===== config.mk =====
export PLATFORM = sky130hd
export DESIGN_NAME = cpu_seq
export DESIGN_NICKNAME = d
export VERILOG_FILES = /design/src/rtl/cpu_seq_pkg.sv /design/src/rtl/cpu_seq.sv
export SDC_FILE = /design/constraint.sdc
export NUM_CORES = 1
export LEC_CHECK = 0
export CAP_MARGIN = 20
export CORE_MARGIN = 10
export CORE_UTILIZATION = 44
export DETAILED_ROUTE_END_ITERATION = 8
export GPL_ROUTABILITY_DRIVEN = 1
export PLACE_DENSITY = 0.75
export SLEW_MARGIN = 20
export SYNTH_ARGS = -nofsm -noshare
export SYNTH_HDL_FRONTEND = slang
export SYNTH_SLANG_ARGS = --single-unit
export TNS_END_PERCENT = 1

===== constraint.sdc =====
create_clock -name CLK -period 1.5 [get_ports CLK]
set_input_delay 0.15 -clock CLK [delete_from_list [all_inputs] [get_ports CLK]]
set_output_delay 0.15 -clock CLK [all_outputs]
set_load 0.1 [all_outputs]

===== src/rtl/cpu_seq_pkg.sv =====
// Shared encodings for the multi-cycle CPU sequencer: states, instruction
// classes, datapath mux selects and the memory wait limit.
package cpu_seq_pkg;

    typedef enum logic [2:0] {
        ST_IDLE   = 3'd0,
        ST_FETCH  = 3'd1,
        ST_DECODE = 3'd2,
        ST_EXEC   = 3'd3,
        ST_MEM    = 3'd4,
        ST_WB     = 3'd5,
        ST_HALT   = 3'd6
    } state_e;

    typedef enum logic [2:0] {
        CLS_ALU_R   = 3'd0,
        CLS_ALU_I   = 3'd1,
        CLS_LOAD    = 3'd2,
        CLS_STORE   = 3'd3,
        CLS_BRANCH  = 3'd4,
        CLS_JUMP    = 3'd5,
        CLS_LUI     = 3'd6,
        CLS_ILLEGAL = 3'd7
    } inst_class_e;

    localparam logic [1:0] OP1_SRC_PC   = 2'd0;
    localparam logic [1:0] OP1_SRC_INST = 2'd1;
    localparam logic [1:0] OP1_SRC_RD   = 2'd2;

    localparam logic [1:0] OP2_SEL_REG  = 2'd0;
    localparam logic [1:0] OP2_SEL_IMM  = 2'd1;
    localparam logic [1:0] OP2_SEL_FOUR = 2'd2;

    localparam logic [1:0] WB_SEL_ALU = 2'd0;
    localparam logic [1:0] WB_SEL_MEM = 2'd1;
    localparam logic [1:0] WB_SEL_PC4 = 2'd2;

    localparam logic PC_SRC_PLUS4 = 1'b0;
    localparam logic PC_SRC_ALU   = 1'b1;

    localparam logic ADDR_SEL_PC  = 1'b0;
    localparam logic ADDR_SEL_ALU = 1'b1;

    // A wait cycle seen while the counter already holds this value is the 255th.
    localparam logic [7:0] WAIT_LIMIT = 8'd254;

    function automatic logic [1:0] op1_for(input inst_class_e cls);
        logic [1:0] sel;
        unique case (cls)
            CLS_BRANCH, CLS_JUMP: sel = OP1_SRC_PC;
            CLS_LUI:              sel = OP1_SRC_INST;
            default:              sel = OP1_SRC_RD;
        endcase
        return sel;
    endfunction

    function automatic logic [1:0] op2_for(input inst_class_e cls);
        return (cls == CLS_ALU_R) ? OP2_SEL_REG : OP2_SEL_IMM;
    endfunction

endpackage


===== src/rtl/cpu_seq.sv =====
// Multi-cycle CPU control sequencer: steps fetch/decode/execute/memory/writeback
// and traps on illegal instructions or memory requests that never complete.
module cpu_seq
    import cpu_seq_pkg::*;
(
    input  logic       CLK,
    input  logic       RST_N,
    input  logic       EN,
    input  logic [2:0] INST_CLASS,
    input  logic       BR_TAKEN,
    input  logic       MEM_RDY,
    output logic [1:0] OP1_SEL,
    output logic [1:0] OP2_SEL,
    output logic       IR_WE,
    output logic       PC_WE,
    output logic       PC_SRC,
    output logic       REG_WE,
    output logic [1:0] WB_SEL,
    output logic       MEM_REQ,
    output logic       MEM_WE,
    output logic       MEM_ADDR_SEL,
    output logic       TRAP,
    output logic [2:0] STATE
);

    state_e      state_q, state_d;
    inst_class_e class_q, class_d;
    logic [7:0]  wait_cnt_q, wait_cnt_d;
    logic        trap_q, trap_d;
    logic        timeout;

    assign timeout = (wait_cnt_q == WAIT_LIMIT);

    always_comb begin
        state_d      = state_q;
        class_d      = class_q;
        trap_d       = trap_q;
        wait_cnt_d   = wait_cnt_q;
        OP1_SEL      = OP1_SRC_PC;
        OP2_SEL      = OP2_SEL_REG;
        IR_WE        = 1'b0;
        PC_WE        = 1'b0;
        PC_SRC       = PC_SRC_PLUS4;
        REG_WE       = 1'b0;
        WB_SEL       = WB_SEL_ALU;
        MEM_REQ      = 1'b0;
        MEM_WE       = 1'b0;
        MEM_ADDR_SEL = ADDR_SEL_PC;

        unique case (state_q)
            ST_IDLE: begin
                if (EN) state_d = ST_FETCH;
            end
            ST_FETCH: begin
                MEM_REQ      = 1'b1;
                MEM_ADDR_SEL = ADDR_SEL_PC;
                IR_WE        = MEM_RDY;
                if (MEM_RDY)      state_d = ST_DECODE;
                else if (timeout) state_d = ST_HALT;
            end
            ST_DECODE: begin
                class_d = inst_class_e'(INST_CLASS);
                state_d = (inst_class_e'(INST_CLASS) == CLS_ILLEGAL) ? ST_HALT : ST_EXEC;
            end
            ST_EXEC: begin
                OP1_SEL = op1_for(class_q);
                OP2_SEL = op2_for(class_q);
                unique case (class_q)
                    CLS_LOAD, CLS_STORE: state_d = ST_MEM;
                    CLS_BRANCH: begin
                        PC_WE   = 1'b1;
                        PC_SRC  = BR_TAKEN;
                        state_d = EN ? ST_FETCH : ST_IDLE;
                    end
                    default: state_d = ST_WB;
                endcase
            end
            ST_MEM: begin
                MEM_REQ      = 1'b1;
                MEM_ADDR_SEL = ADDR_SEL_ALU;
                MEM_WE       = (class_q == CLS_STORE);
                OP1_SEL      = op1_for(class_q);
                OP2_SEL      = op2_for(class_q);
                if (MEM_RDY) begin
                    if (class_q == CLS_STORE) begin
                        PC_WE   = 1'b1;
                        PC_SRC  = PC_SRC_PLUS4;
                        state_d = EN ? ST_FETCH : ST_IDLE;
                    end else begin
                        state_d = ST_WB;
                    end
                end else if (timeout) begin
                    state_d = ST_HALT;
                end
            end
            ST_WB: begin
                REG_WE  = 1'b1;
                PC_WE   = 1'b1;
                if (class_q == CLS_LOAD)      WB_SEL = WB_SEL_MEM;
                else if (class_q == CLS_JUMP) WB_SEL = WB_SEL_PC4;
                PC_SRC  = (class_q == CLS_JUMP) ? PC_SRC_ALU : PC_SRC_PLUS4;
                state_d = EN ? ST_FETCH : ST_IDLE;
            end
            ST_HALT: state_d = ST_HALT;
            default: state_d = ST_IDLE;
        endcase

        if (state_d == ST_HALT) trap_d = 1'b1;

        // Any state change (including MEM -> FETCH after a store) starts a fresh wait window.
        if (state_d != state_q)         wait_cnt_d = '0;
        else if (MEM_REQ && !MEM_RDY)   wait_cnt_d = wait_cnt_q + 8'd1;

        TRAP  = trap_q;
        STATE = state_q;
    end

    always_ff @(posedge CLK or negedge RST_N) begin
        if (!RST_N) begin
            state_q    <= ST_IDLE;
            class_q    <= CLS_ALU_R;
            wait_cnt_q <= '0;
            trap_q     <= 1'b0;
        end else begin
            state_q    <= state_d;
            class_q    <= class_d;
            wait_cnt_q <= wait_cnt_d;
            trap_q     <= trap_d;
        end
    end

endmodule


==> results of run 1 <==
[cell usage in the layout (no fill, tap or decap), types with 2 or more instances in the layout]
| cell | count |
|---|---|
| nand2b_1 | 2 |
| nor3_1 | 2 |
| nand2b_4 | 2 |
| xor2_1 | 4 |
| dfrtp_4 | 3 |
| clkdlybuf4s50_1 | 7 |
| and3_4 | 2 |
| nand2_1 | 7 |
| o21ai_0 | 5 |
| buf_6 | 5 |
| or3_1 | 2 |
| a31oi_1 | 2 |
| nand4_1 | 4 |
| dfrtp_1 | 12 |
| buf_12 | 16 |
| nor2_1 | 9 |
| clkbuf_4 | 3 |
| xnor2_1 | 2 |
| nor2b_2 | 2 |
| buf_4 | 36 |
| nor2_4 | 4 |
| mux2_2 | 3 |
| ha_1 | 2 |
| a21oi_1 | 6 |
| nor3_4 | 2 |
[worst register-to-register path: stages (launching register included)]
cell       delay [ns]
dfrtp_4          0.51
or3b_4           0.42
o32ai_1          0.20
a22oi_1          0.20
o2111ai_4        0.32
nor2_1           0.11
[sequential cells by signal (all words and copies together), names as in the netlist]
signal / flops
wait_cnt_q: 8
class_q: 3
TRAP: 1
STATE: 3
[repair_timing]
action                                  CTS  global route
pin swaps                                 3             4
endpoints found under the setup margin   25            27
resized for setup                        14             8
buffers inserted                          0             0
[layout make-up]
class                           instances  area share
Clock buffer                            4      0.0133
Sequential cell                        15       0.195
Inverter                                4      0.0107
Tap cell                               28      0.0177
Multi-Input combinational cell         93       0.394
Timing Repair Buffer                   65       0.369
[how the worst max path moves through the flow]
stage | from | end
2_1_floorplan | STATE[1] | WB_SEL[1]
3_3_place_gp | MEM_RDY | wait_cnt_q[1]
3_5_place_dp | MEM_RDY | wait_cnt_q[1]
4_1_cts | STATE[0] | OP1_SEL[0]
5_1_grt | STATE[0] | OP1_SEL[0]
6_report | STATE[0] | OP1_SEL[0]
[metal layers]
metal  track usage  vias up  routed length, microns
li1              -      561                       -
met1         0.183      630                    1580
met2         0.355       64                    2490
met3        0.0354       28                     295
met4         0.101        0                     252
met5             0        -                       0
[power by group]
group | total [mW] | internal (mW) | leakage (nW) | switching [mW]
clock | 0.227 | 0.103 | 0.0150 | 0.123
combinational | 4.03 | 1.60 | 0.617 | 2.43
sequential | 0.668 | 0.536 | 0.190 | 0.132
total | 4.92 | 2.24 | 0.822 | 2.68
[kinds of logic (layout without fill, tap and decap cells)]
group / count (synthesis) / count (layout)
and+or+nand+nor: 49 / 49
AOI/OAI and AO/OA: 32 / 32
DFF: 15 / 15
buffers and inverters: 10 / 73
xor gates and xnor gates: 6 / 6
muxes: 3 / 3
adders and majority gates: 2 / 2
other: 1 / 1
[synth_stat cells, drive strengths merged, types with 3 or more instances]
master,instances
o21ai,6
buf,3
nor3,4
clkbuf,3
nand2,8
nand2b,4
inv,4
nor2b,3
nor2,14
dfrtp,15
mux2,3
and3,3
a21oi,8
xor2,4
nand4,4
[through the flow]
step,setup TNS [ns],worst slack [ns],cell area (sq um),power (mW),cells
after CTS,-6.56,-0.496,1950,4.75,209
after global routing,-8.76,-0.571,1980,5.09,209
after detailed placement,-4.34,-0.323,1870,4.42,205
after floorplan,-11.77,-0.769,1170,2.90,118
after global placement,-2.53,-0.227,1870,4.27,205
final,-7.25,-0.514,1980,4.92,209
==> impl_metrics.json, run 1 <==
{
  "crit_cells": 5,
  "cts_max_level": 1,
  "leakagePower_nw": 0.822,
  "finalWirelength_microns": 4630,
  "antenna_cells": 0,
  "crit_fanout": 3,
  "synth_area_per_cell_sq_um": 8.79,
  "violations": "setup timing",
  "end_kind": "output pin",
  "fin_crit_ns": 2.01,
  "fin_nets": 192,
  "numPortBuffers": 23,
  "rows": 17,
  "yosys.area.top_type": "dfrtp_1",
  "rrSetupSlack_ns": -0.37,
  "grt_first_pass_wirelength_microns": 6510,
  "ys_top_cells_by_area": "dfrtp_1 (36%), nor2_1 (5.1%), a21oi_1 (3.9%), xor2_1 (3.4%), mux2_2 (3.3%)",
  "synthArstFlopShare": 1.00,
  "timing.final.crit_share": 1.34,
  "drv_slew": 0,
  "regArea_sq_um": 387,
  "drtIter0Drc": 64,
  "core-area_sq_um": 2230,
  "critPathBufInv": 2,
  "drive_above_1_share": 0.530,
  "pin_count": 25,
  "synth_compound_area_frac": 0.223,
  "cp_top_family": "simple AND/OR/NAND/NOR gates",
  "multi_input_area_sq_um": 781,
  "dp_hpwl_microns": 3090,
  "drc_errors": 0,
  "routedWlPerCell_microns": 22.1,
  "synth_top_family_by_area": "simple AND/OR/NAND/NOR gates",
  "path_clk_slew_ns": 0.09,
  "critPathLaunchType": "register",
  "worstPathRequired_ns": 1.35,
  "ant_nets": 0,
  "synthFlopType": "dfrtp_1",
  "postSynthCellCount": 118,
  "ys_seq_area_frac": 0.362,
  "arrival_ns": 1.86,
  "status": "finished with violations",
  "synth-seq-cells": 15,
  "cts_hold_buf": 0,
  "dr.pass1.iters": 4,
  "netlist_area_sq_um": 1040,
  "routabilityCongestion": 0.923,
  "area_growth_pct": 91.1,
  "critical_path.reg2reg.endpoint": "wait_cnt_q[3]",
  "synth_warnings": 0,
  "num_vias": 1283,
  "chipWidth_microns": 68.6,
  "nFillCells": 95,
  "worstRegToRegCells": 5,
  "skew_ns": 0.00466,
  "slowest_delay_ns": 0.51,
  "yosysUniqueCellTypes": 44,
  "clock_sinks": 15,
  "yosys.area_share.simple": 0.262,
  "cts_buffers": 3,
  "reg2reg_from": "STATE[0]",
  "die_area_sq_um": 4700,
  "synthDominantCellAreaShare": 0.362,
  "path_cells": "or3b_4 > buf_6 > o21a_4 > nor3_4 > buf_12",
  "peakVddDrop_mv": 2.80,
  "antenna_found_initial": 0,
  "clk_path_buf_depth": 2,
  "timing.hold.ws_ns": 0.199,
  "post-route-util": 0.887,
  "synth_edf_count": 0,
  "post_drt_via_cell_ratio": 6.14,
  "cts-root-buf": "clkbuf_4",
  "hp-class": "in -> async",
  "setup_viol": 22,
  "setup_slack_ns": -0.514,
  "synthMuxAreaShare": 0.0326,
  "cts_tree": "done",
  "synth_xor_area_frac": 0.0507,
  "die_h_microns": 68.6,
  "powerDensity_nw_per_um2": 2480,
  "grt_pass1_vias": 1359,
  "maxCapViolCount": 0,
  "grt_max_degree": 16,
  "synth_fp_nets": 128,
  "clk_latency_ns": 0.28,
  "timing.fmax_mhz": 497,
  "initial_core_util": 0.464,
  "rsz0062_at_grt": "yes",
  "path_class": "reg -> out",
  "critPathSlowestCell": "dfrtp_4",
  "synthAdderAreaFrac": 0.0241,
  "hold_violations": 0,
  "grt_overflow": 0,
  "track_usage": 0.186
}
No activity file was read; power rests on OpenSTA's default activity.
==> run 2: changes to the inputs <==
CAP_MARGIN = unset   (was 20)
CORE_UTILIZATION = 48   (was 44)
PLACE_DENSITY = 0.78   (was 0.75)
clock period = 1.9 ns   (was 1.5 ns; I/O delays follow)
==> run 2 against run 1 <==
Effect of this change: register-to-register slack improved by 0.48 ns; flip-flop and latch count unchanged; non-clock buffer count shrank 30; first-iteration DRC count fell by 70%; core utilization fell by 4.5 points; clock skew is essentially flat; critical path type unchanged; worst setup slack better by 0.51 ns; via count fell by 20%; the flow still finishes with violations (setup timing); critical path depth down 1.
==> impl_metrics.json, run 2 (synthesis gave the netlist of run 1 again) <==
{
  "grt_overflow": 0,
  "ant_nets": 0,
  "chipWidth_microns": 66.5,
  "layout_common_cells": "buf_12 (14), buf_4 (11), dfrtp_1 (10)",
  "drc_errors": 0,
  "drtIter0Drc": 19,
  "hold_violations": 0,
  "rows": 16,
  "die_area_sq_um": 4420,
  "violations": "setup timing",
  "post-route-util": 0.843,
  "setup_slack_ns": -0.00854,
  "drive_above_1_share": 0.417,
  "status": "finished with violations",
  "grt_pass1_vias": 1077,
  "reg2reg_from": "STATE[1]",
  "cts_hold_buf": 0,
  "antenna_found_initial": 0,
  "grt_first_pass_wirelength_microns": 5140,
  "nFillCells": 103,
  "setup_viol": 3,
  "clk_latency_ns": 0.29,
  "clock_sinks": 15,
  "area_growth_pct": 62.6,
  "grt_max_degree": 16,
  "maxCapViolCount": 0,
  "end_kind": "output pin",
  "cts_buffers": 3,
  "largest_reg_flops": 8,
  "antenna_cells": 0,
  "finalWirelength_microns": 3050,
  "initial_core_util": 0.518,
  "cts_tree": "done",
  "pin_count": 25,
  "hp-class": "in -> async",
  "worstPathRequired_ns": 1.71,
  "rrSetupSlack_ns": 0.11,
  "path_clk_slew_ns": 0.09,
  "dr.pass1.iters": 4,
  "post_drt_via_cell_ratio": 5.74,
  "core-area_sq_um": 2000,
  "critical_path.reg2reg.endpoint": "wait_cnt_q[0]",
  "routabilityCongestion": 0.858,
  "finalInstanceArea_sq_um": 1690,
  "clk_path_buf_depth": 2,
  "cts-root-buf": "clkbuf_4",
  "timing.fmax_mhz": 524,
  "setup.worst_path.start": "STATE[1]",
  "multi_input_area_sq_um": 751,
  "cts_setup_buffers": 0,
  "dp_hpwl_microns": 2490,
  "slew_headroom": 0.578,
  "final_common_cell": "buf_12",
  "worst_pin_slew_ns": 0.632,
  "skew_ns": 0.00481,
  "path_class": "reg -> out",
  "endpoint": "OP1_SEL[1]",
  "timing.hold.ws_ns": 0.284,
  "worstRegToRegCells": 5,
  "routedWlPerCell_microns": 17.1,
  "regMostFlops": "wait_cnt_q",
  "fin_nets": 162,
  "rsz0062_at_grt": "yes",
  "placed_area_sq_um": 1620,
  "crit_fanout": 3,
  "track_usage": 0.149,
  "critPathLaunchType": "register",
  "num_vias": 1022,
  "die_h_microns": 66.5,
  "numPortBuffers": 23,
  "regArea_sq_um": 389,
  "drv_slew": 0,
  "cts_max_level": 1,
  "timing.final.crit_share": 1.00,
  "fin_crit_ns": 1.91,
  "arrival_ns": 1.72
}
run 2: metal layers:
layer / up-vias / part of all wire / global-route usage
met5: - / 0 / 0
met4: 0 / 0.022 / 0.0812
met3: 7 / 0.051 / 0.0385
met2: 26 / 0.54 / 0.262
met1: 491 / 0.39 / 0.159
li1: 498 / - / -
run 2: critical path: stages, from the launching register on:
cell and delay, ns:
dfrtp_4 0.49, or3b_4 0.43, o21a_4 0.17, a21oi_4 0.15, buf_12 0.19
run 2: worst min-delay path by stage:
stage,cells after the start,from,end
after global routing,1,RST_N,wait_cnt_q[7]
after floorplan,0,RST_N,TRAP
final,1,RST_N,wait_cnt_q[7]
after global placement,1,TRAP,TRAP
after CTS,1,RST_N,wait_cnt_q[7]
after detailed placement,1,TRAP,TRAP
run 2: through the flow:
stage                     TNS [ns]  worst slack [ns]  std cells
after floorplan              -3.54            -0.409        118
after global placement           0             0.112        174
after detailed placement   -0.0271           -0.0104        174
after CTS                  -0.0474           -0.0169        178
after global routing        -0.157           -0.0535        178
final                      -0.0233          -0.00854        178
run 2: layout make-up:
class / count / share of cell area
flip-flops and latches: 15 / 0.231
clock buffers: 3 / 0.0134
multi-input cells: 93 / 0.445
clock inverters: 1 / 0.00297
repair buffers: 35 / 0.277
well taps: 27 / 0.0200
inverters: 4 / 0.0111
run 2: what timing repair did:
item                                    in CTS  in global routing
pin swaps                                    1                  2
resized for setup                            5                  6
endpoints found under the setup margin       5                 16
Power of run 2 is left out: the tool's default activity adds up to more than one toggle a clock period on the data nets, which glitch-free logic cannot reach.
==> run 3: changes to the inputs <==
CTS_CLUSTER_SIZE = 25   (was unset)
==> results of run 3 <==
No change in the layout: final DEF, timing and power equal those of run 2.
Power of run 3 is left out for the same reason.
